--- config.mk ---
export PLATFORM = sky130hd
export DESIGN_NAME = mult_core_flat
export DESIGN_NICKNAME = d
export VERILOG_FILES = /design/src/rtl/mult_core_if.sv /design/src/rtl/mult_core.sv /design/src/flat_wrapper.sv
export SDC_FILE = /design/constraint.sdc
export NUM_CORES = 1
export LEC_CHECK = 0
export BUFFER_PORTS_ARGS = -buffer_cell sky130_fd_sc_hd__buf_4
export CAP_MARGIN = 20
export CORE_ASPECT_RATIO = 0.9
export CORE_MARGIN = 3
export CORE_UTILIZATION = 29
export DETAILED_ROUTE_END_ITERATION = 12
export GPL_ROUTABILITY_DRIVEN = 0
export PLACE_DENSITY = 0.43
export RECOVER_POWER = 100
export SYNTH_ARGS = -nofsm -noshare
export SYNTH_HDL_FRONTEND = slang
export SYNTH_SLANG_ARGS = --single-unit
--- constraint.sdc ---
create_clock -name clk -period 13.4 [get_ports clk]
set_input_delay 2.68 -clock clk [delete_from_list [all_inputs] [get_ports clk]]
set_output_delay 2.68 -clock clk [all_outputs]
set_load 0.01 [all_outputs]
--- src/rtl/mult_core_if.sv ---
// Handshake and operand/result bundle for the sequential Q16.16 multiplier.
interface mult_core_if;
  logic        start;
  logic [15:0] quo;
  logic [15:0] frac;
  logic [15:0] mul;
  logic        rfd;
  logic        done;
  logic [15:0] oup;
  logic [15:0] ofrac;
  logic        ovf;

  modport master (output start, quo, frac, mul,
                  input  rfd, done, oup, ofrac, ovf);
  modport slave  (input  start, quo, frac, mul,
                  output rfd, done, oup, ofrac, ovf);
endinterface

--- src/rtl/mult_core.sv ---
// Shift-add Q16.16 x uint16 multiplier, one multiplier bit per clock, saturating on overflow.
//   state | meaning
//   IDLE  | rfd=1, waiting for start
//   BUSY  | 16 cycles, accumulate M<<i when multiplier bit i is set
//   DONE  | one cycle, done=1, result registers already loaded
module mult_core (
  input logic     clk,
  input logic     rst_n,
  mult_core_if.slave bus
);

  typedef enum logic [1:0] {IDLE, BUSY, DONE} state_t;

  state_t      state, state_nxt;
  logic [31:0] mcand;
  logic [15:0] mplr;
  logic [47:0] acc;
  logic [47:0] addend;
  logic [47:0] acc_sum;
  logic [3:0]  idx;
  logic        accept;
  logic        last_bit;
  logic [15:0] oup_q;
  logic [15:0] ofrac_q;
  logic        ovf_q;
  logic        sum_ovf;

  assign accept   = (state == IDLE) && bus.start;
  assign last_bit = (state == BUSY) && (idx == 4'd15);

  // 48-bit datapath: the largest partial sum (2^32-1)*(2^16-1) fits, so no wrap.
  always_comb begin
    addend  = '0;
    if (mplr[idx])
      addend = {16'd0, mcand} << idx;
    acc_sum = acc + addend;
    sum_ovf = |acc_sum[47:32];
  end

  always_comb begin
    state_nxt = state;
    case (state)
      IDLE:    if (bus.start) state_nxt = BUSY;
      BUSY:    if (idx == 4'd15) state_nxt = DONE;
      DONE:    state_nxt = IDLE;
      default: state_nxt = IDLE;
    endcase
  end

  always_ff @(posedge clk or negedge rst_n) begin
    if (!rst_n)
      state <= IDLE;
    else
      state <= state_nxt;
  end

  always_ff @(posedge clk or negedge rst_n) begin
    if (!rst_n) begin
      mcand <= '0;
      mplr  <= '0;
      acc   <= '0;
      idx   <= '0;
    end else if (accept) begin
      mcand <= {bus.quo, bus.frac};
      mplr  <= bus.mul;
      acc   <= '0;
      idx   <= '0;
    end else if (state == BUSY) begin
      acc <= acc_sum;
      idx <= idx + 4'd1;
    end
  end

  always_ff @(posedge clk or negedge rst_n) begin
    if (!rst_n) begin
      oup_q   <= '0;
      ofrac_q <= '0;
      ovf_q   <= 1'b0;
    end else if (last_bit) begin
      ovf_q <= sum_ovf;
      if (sum_ovf) begin
        oup_q   <= 16'hFFFF;
        ofrac_q <= 16'hFFFF;
      end else begin
        oup_q   <= acc_sum[31:16];
        ofrac_q <= acc_sum[15:0];
      end
    end
  end

  assign bus.rfd   = (state == IDLE);
  assign bus.done  = (state == DONE);
  assign bus.oup   = oup_q;
  assign bus.ofrac = ofrac_q;
  assign bus.ovf   = ovf_q;

endmodule

--- src/flat_wrapper.sv ---
// flat-port wrapper written by rule: the top's interface ports become plain ports
module mult_core_flat 
  (clk, rst_n, bus_start, bus_quo, bus_frac, bus_mul, bus_rfd, bus_done, bus_oup, bus_ofrac, bus_ovf);
  mult_core_if bus_i ();
  input logic clk;
  input logic rst_n;
  input wire logic [$bits(bus_i.start)-1:0] bus_start;
  input wire logic [$bits(bus_i.quo)-1:0] bus_quo;
  input wire logic [$bits(bus_i.frac)-1:0] bus_frac;
  input wire logic [$bits(bus_i.mul)-1:0] bus_mul;
  output wire logic [$bits(bus_i.rfd)-1:0] bus_rfd;
  output wire logic [$bits(bus_i.done)-1:0] bus_done;
  output wire logic [$bits(bus_i.oup)-1:0] bus_oup;
  output wire logic [$bits(bus_i.ofrac)-1:0] bus_ofrac;
  output wire logic [$bits(bus_i.ovf)-1:0] bus_ovf;
  assign bus_i.start = bus_start;
  assign bus_i.quo = bus_quo;
  assign bus_i.frac = bus_frac;
  assign bus_i.mul = bus_mul;
  assign bus_rfd = bus_i.rfd;
  assign bus_done = bus_i.done;
  assign bus_oup = bus_i.oup;
  assign bus_ofrac = bus_i.ofrac;
  assign bus_ovf = bus_i.ovf;
  mult_core u_core (.clk(clk), .rst_n(rst_n), .bus(bus_i));
endmodule
==> impl_metrics.yaml <==
status:
  status: "finished with violations"
  violations: "capacitance limit, slew limit"
global_route:
  grt_max_degree: 91
  grt.overflow.total: 0
  grt_pass1_wl_um: 52500
  antenna_found_initial: 0
  grt_use_total: 0.183
  grt_pass1_vias: 8915
job:
  maxCapViolations: 7
synth:
  synth_area_per_cell_um2: 8.15
  synth_compound_area_frac: 0.208
  synth_top_area_frac: 0.342
  synthSimpleGateAreaFrac: 0.229
  yosysUniqueCellTypes: 76
  synthTopCellsByCount: "244 x nand2_1, 135 x dfrtp_1, 106 x nor2_1"
  synth_nets: 1312
  async_flop_share: 1.00
  synth_xor_area_frac: 0.0355
  yosysSeqAreaShare: 0.342
  synthCells: 1212
  synth_top_family_by_area: "simple AND/OR/NAND/NOR gates"
  synth-edff-count: 0
  yosys_warnings: 0
  ys_seq_elements: 135
  synth_most_common_cell: "nand2_1"
  synthMuxAreaShare: 0.0824
  syn_area_um2: 9880
  synth_top_area_cell: "dfrtp_1"
  synth_area_leaders: "dfrtp_1 34%, nand2_1 9.3%, ha_1 6.1%"
  synthFlopType: "dfrtp_1"
  synth-adder-area-share: 0.0628
clocking:
  ctsLongestPathBuffers: 2
  cts.sinks: 135
  clockRootBuffer: "clkbuf_16"
  postCtsSetupBuffers: 0
  cts_tree: "built"
  numCtsBuffers: 17
  cts_resized: 0
  cts_hold_buffers: 0
  cts.htree.levels: 4
  insertion_delay_ns: 0.44
  clkSlewWorstSetupHoldPaths_ns: 0.06
critical_path:
  timing.rr.end: "u_core.bus.ofrac[13]"
  r2r-start: "u_core.idx[1]"
  start_kind: "flop"
  cp-end-kind: "flop"
  critical_path_required_ns: 13.64
  arrival_ns: 9.35
  reg2reg_slack_ns: 4.29
  worst_r2r_path_depth: 19
  crit_fanout: 46
  worst-setup-path-type: "reg -> reg"
timing:
  max_freq_mhz: 110
  finalSetupTns_ns: 0
  fin_skew_ns: 0.0140
  rsz0062_at_grt: "false"
  relSlewSlack: -1.93
  layout_setup_ws_ns: 4.29
  setup_violations: 0
  drv_slew: 371
  min_period_ns: 9.11
  period_share: 0.680
  tightestPinTransition_ns: 4.39
  final-hold-violation-count: 0
floorplanning:
  start_util: 0.297
  core_area_um2: 33300
  row_count: 63
  fp.dieH_um: 181
  die_area_um2: 36300
  die_width_um: 201
  io_pins: 86
drt:
  dr_wl_met2_um: 13800
  antenna_left: 0
  via_per_inst: 5.34
  firstDrtPassIters: 5
  drt_iter0_drc: 700
  routed-wl-met3_um: 1780
  wl_per_cell_um: 19.3
  met1_length_um: 17000
  via_count: 9110
  drt-total-wl_um: 33000
  highest_layer: "met4"
  drc: 0
hold_path:
  hold_class: "reg -> reg"
  hp-start: "u_core.mplr[1]"
  whs_endpoint: "u_core.mplr[1]"
  hold_depth: 2
pwr:
  powerDensity_nw_per_um2: 301
  ir_worst_vdd_mv: 0.114
  leakagePower_nw: 4.73
  finalPower_mw: 3.37
layout:
  diodes: 0
  finish.instance_area_um2: 11200
  fillCellCount: 3631
  drive_gt1_frac: 0.104
  area_delta_synth_final_pct: 13.4
  final_nets: 1340
  fin_cells: 1707
place:
  place_area_um2: 10800
  pre_cts_ws_ns: 6.48
  placed_cells: 1676
  place_hpwl_um: 24600
  numPortBuffers: 85
state kept, by name (all words and copies together), names as in the netlist:
register	cells
u_core.bus.ofrac	16
u_core.acc	48
u_core.mcand	32
u_core.state	2
u_core.mplr	16
u_core.idx	4
u_core.bus.oup	16
u_core.bus.ovf	1
layout by cell type (no fill, tap or decap), drive strengths merged, types with 46 or more instances in the layout:
master | Yosys | routed
dfrtp | 135 | 135
nor2 | 106 | 106
nand3 | 61 | 61
a211oi | 46 | 46
nand2 | 244 | 244
o21ai | 93 | 93
buf | 16 | 52
a21oi | 103 | 103
ha | 48 | 48
clkbuf | 68 | 58
worst max-delay path by stage:
stage	startpoint	to	cells past startpoint
final	u_core.idx[1]	u_core.bus.ofrac[13]	19
after global routing	rst_n	u_core.acc[10]	2
after CTS	u_core.idx[3]	u_core.bus.ofrac[13]	18
after detailed placement	u_core.idx[3]	u_core.bus.ofrac[9]	18
after global placement	u_core.idx[3]	u_core.bus.oup[14]	18
after floorplan	u_core.idx[0]	u_core.bus.ofrac[6]	21
metal layers:
layer / GRT usage / up-vias
met3: 0.0346 / 30
met4: 0.0396 / 0
li1: - / 4404
met5: 0 / -
met2: 0.261 / 248
met1: 0.283 / 4428
cell type report:
cell class	instances	area [um^2]	area share
Clock buffer	17	425	0.0380
Clock inverter	14	150	0.0134
Inverter	16	60.1	0.00536
Multi-Input combinational cell	977	6070	0.542
Sequential cell	135	3380	0.302
Tap cell	455	569	0.0508
Timing Repair Buffer	93	548	0.0489
worst max-delay path, cell delays in order, from the launching register on:
cell and delay, ns:
dfrtp_1 1.51, mux4_2 0.50, nor2_1 0.11, nor2_1 0.07, o21ai_0 0.24, and2_0 0.19, clkbuf_1 0.91, a211oi_1 0.29
ha_1 0.50, a211oi_1 0.26, nor2_1 0.10, a2111oi_0 0.78, a21oi_1 0.36, a31oi_1 0.25, nand2_1 0.17, xor2_1 0.18
or4b_1 0.53, nor4b_1 0.34, clkbuf_1 1.39, a21oi_1 0.20
logic make-up (layout without fill, tap and decap cells):
family / after synthesis / in the layout
compound gates: 329 / 329
xor+xnor: 40 / 40
fa+ha+maj: 49 / 49
buf+inv: 100 / 140
flops: 135 / 135
mux: 52 / 52
simple gates: 507 / 507
power breakdown:
part | internal, mW | leakage, nW | total (mW) | switching, mW
registers | 0.570 | 1.56 | 0.751 | 0.182
clock network | 0.275 | 0.277 | 0.480 | 0.205
logic | 0.772 | 2.89 | 2.14 | 1.37
total | 1.62 | 4.73 | 3.37 | 1.76
metrics by stage:
stage	utilization	hold WS (ns)
3_5_place_dp	0.325	0.461
2_1_floorplan	-	0.440
5_1_grt	0.337	0.497
4_1_cts	0.343	0.480
6_report	0.337	0.472
3_3_place_gp	0.325	0.458
Note: power is estimated with default switching activity, not from simulation.
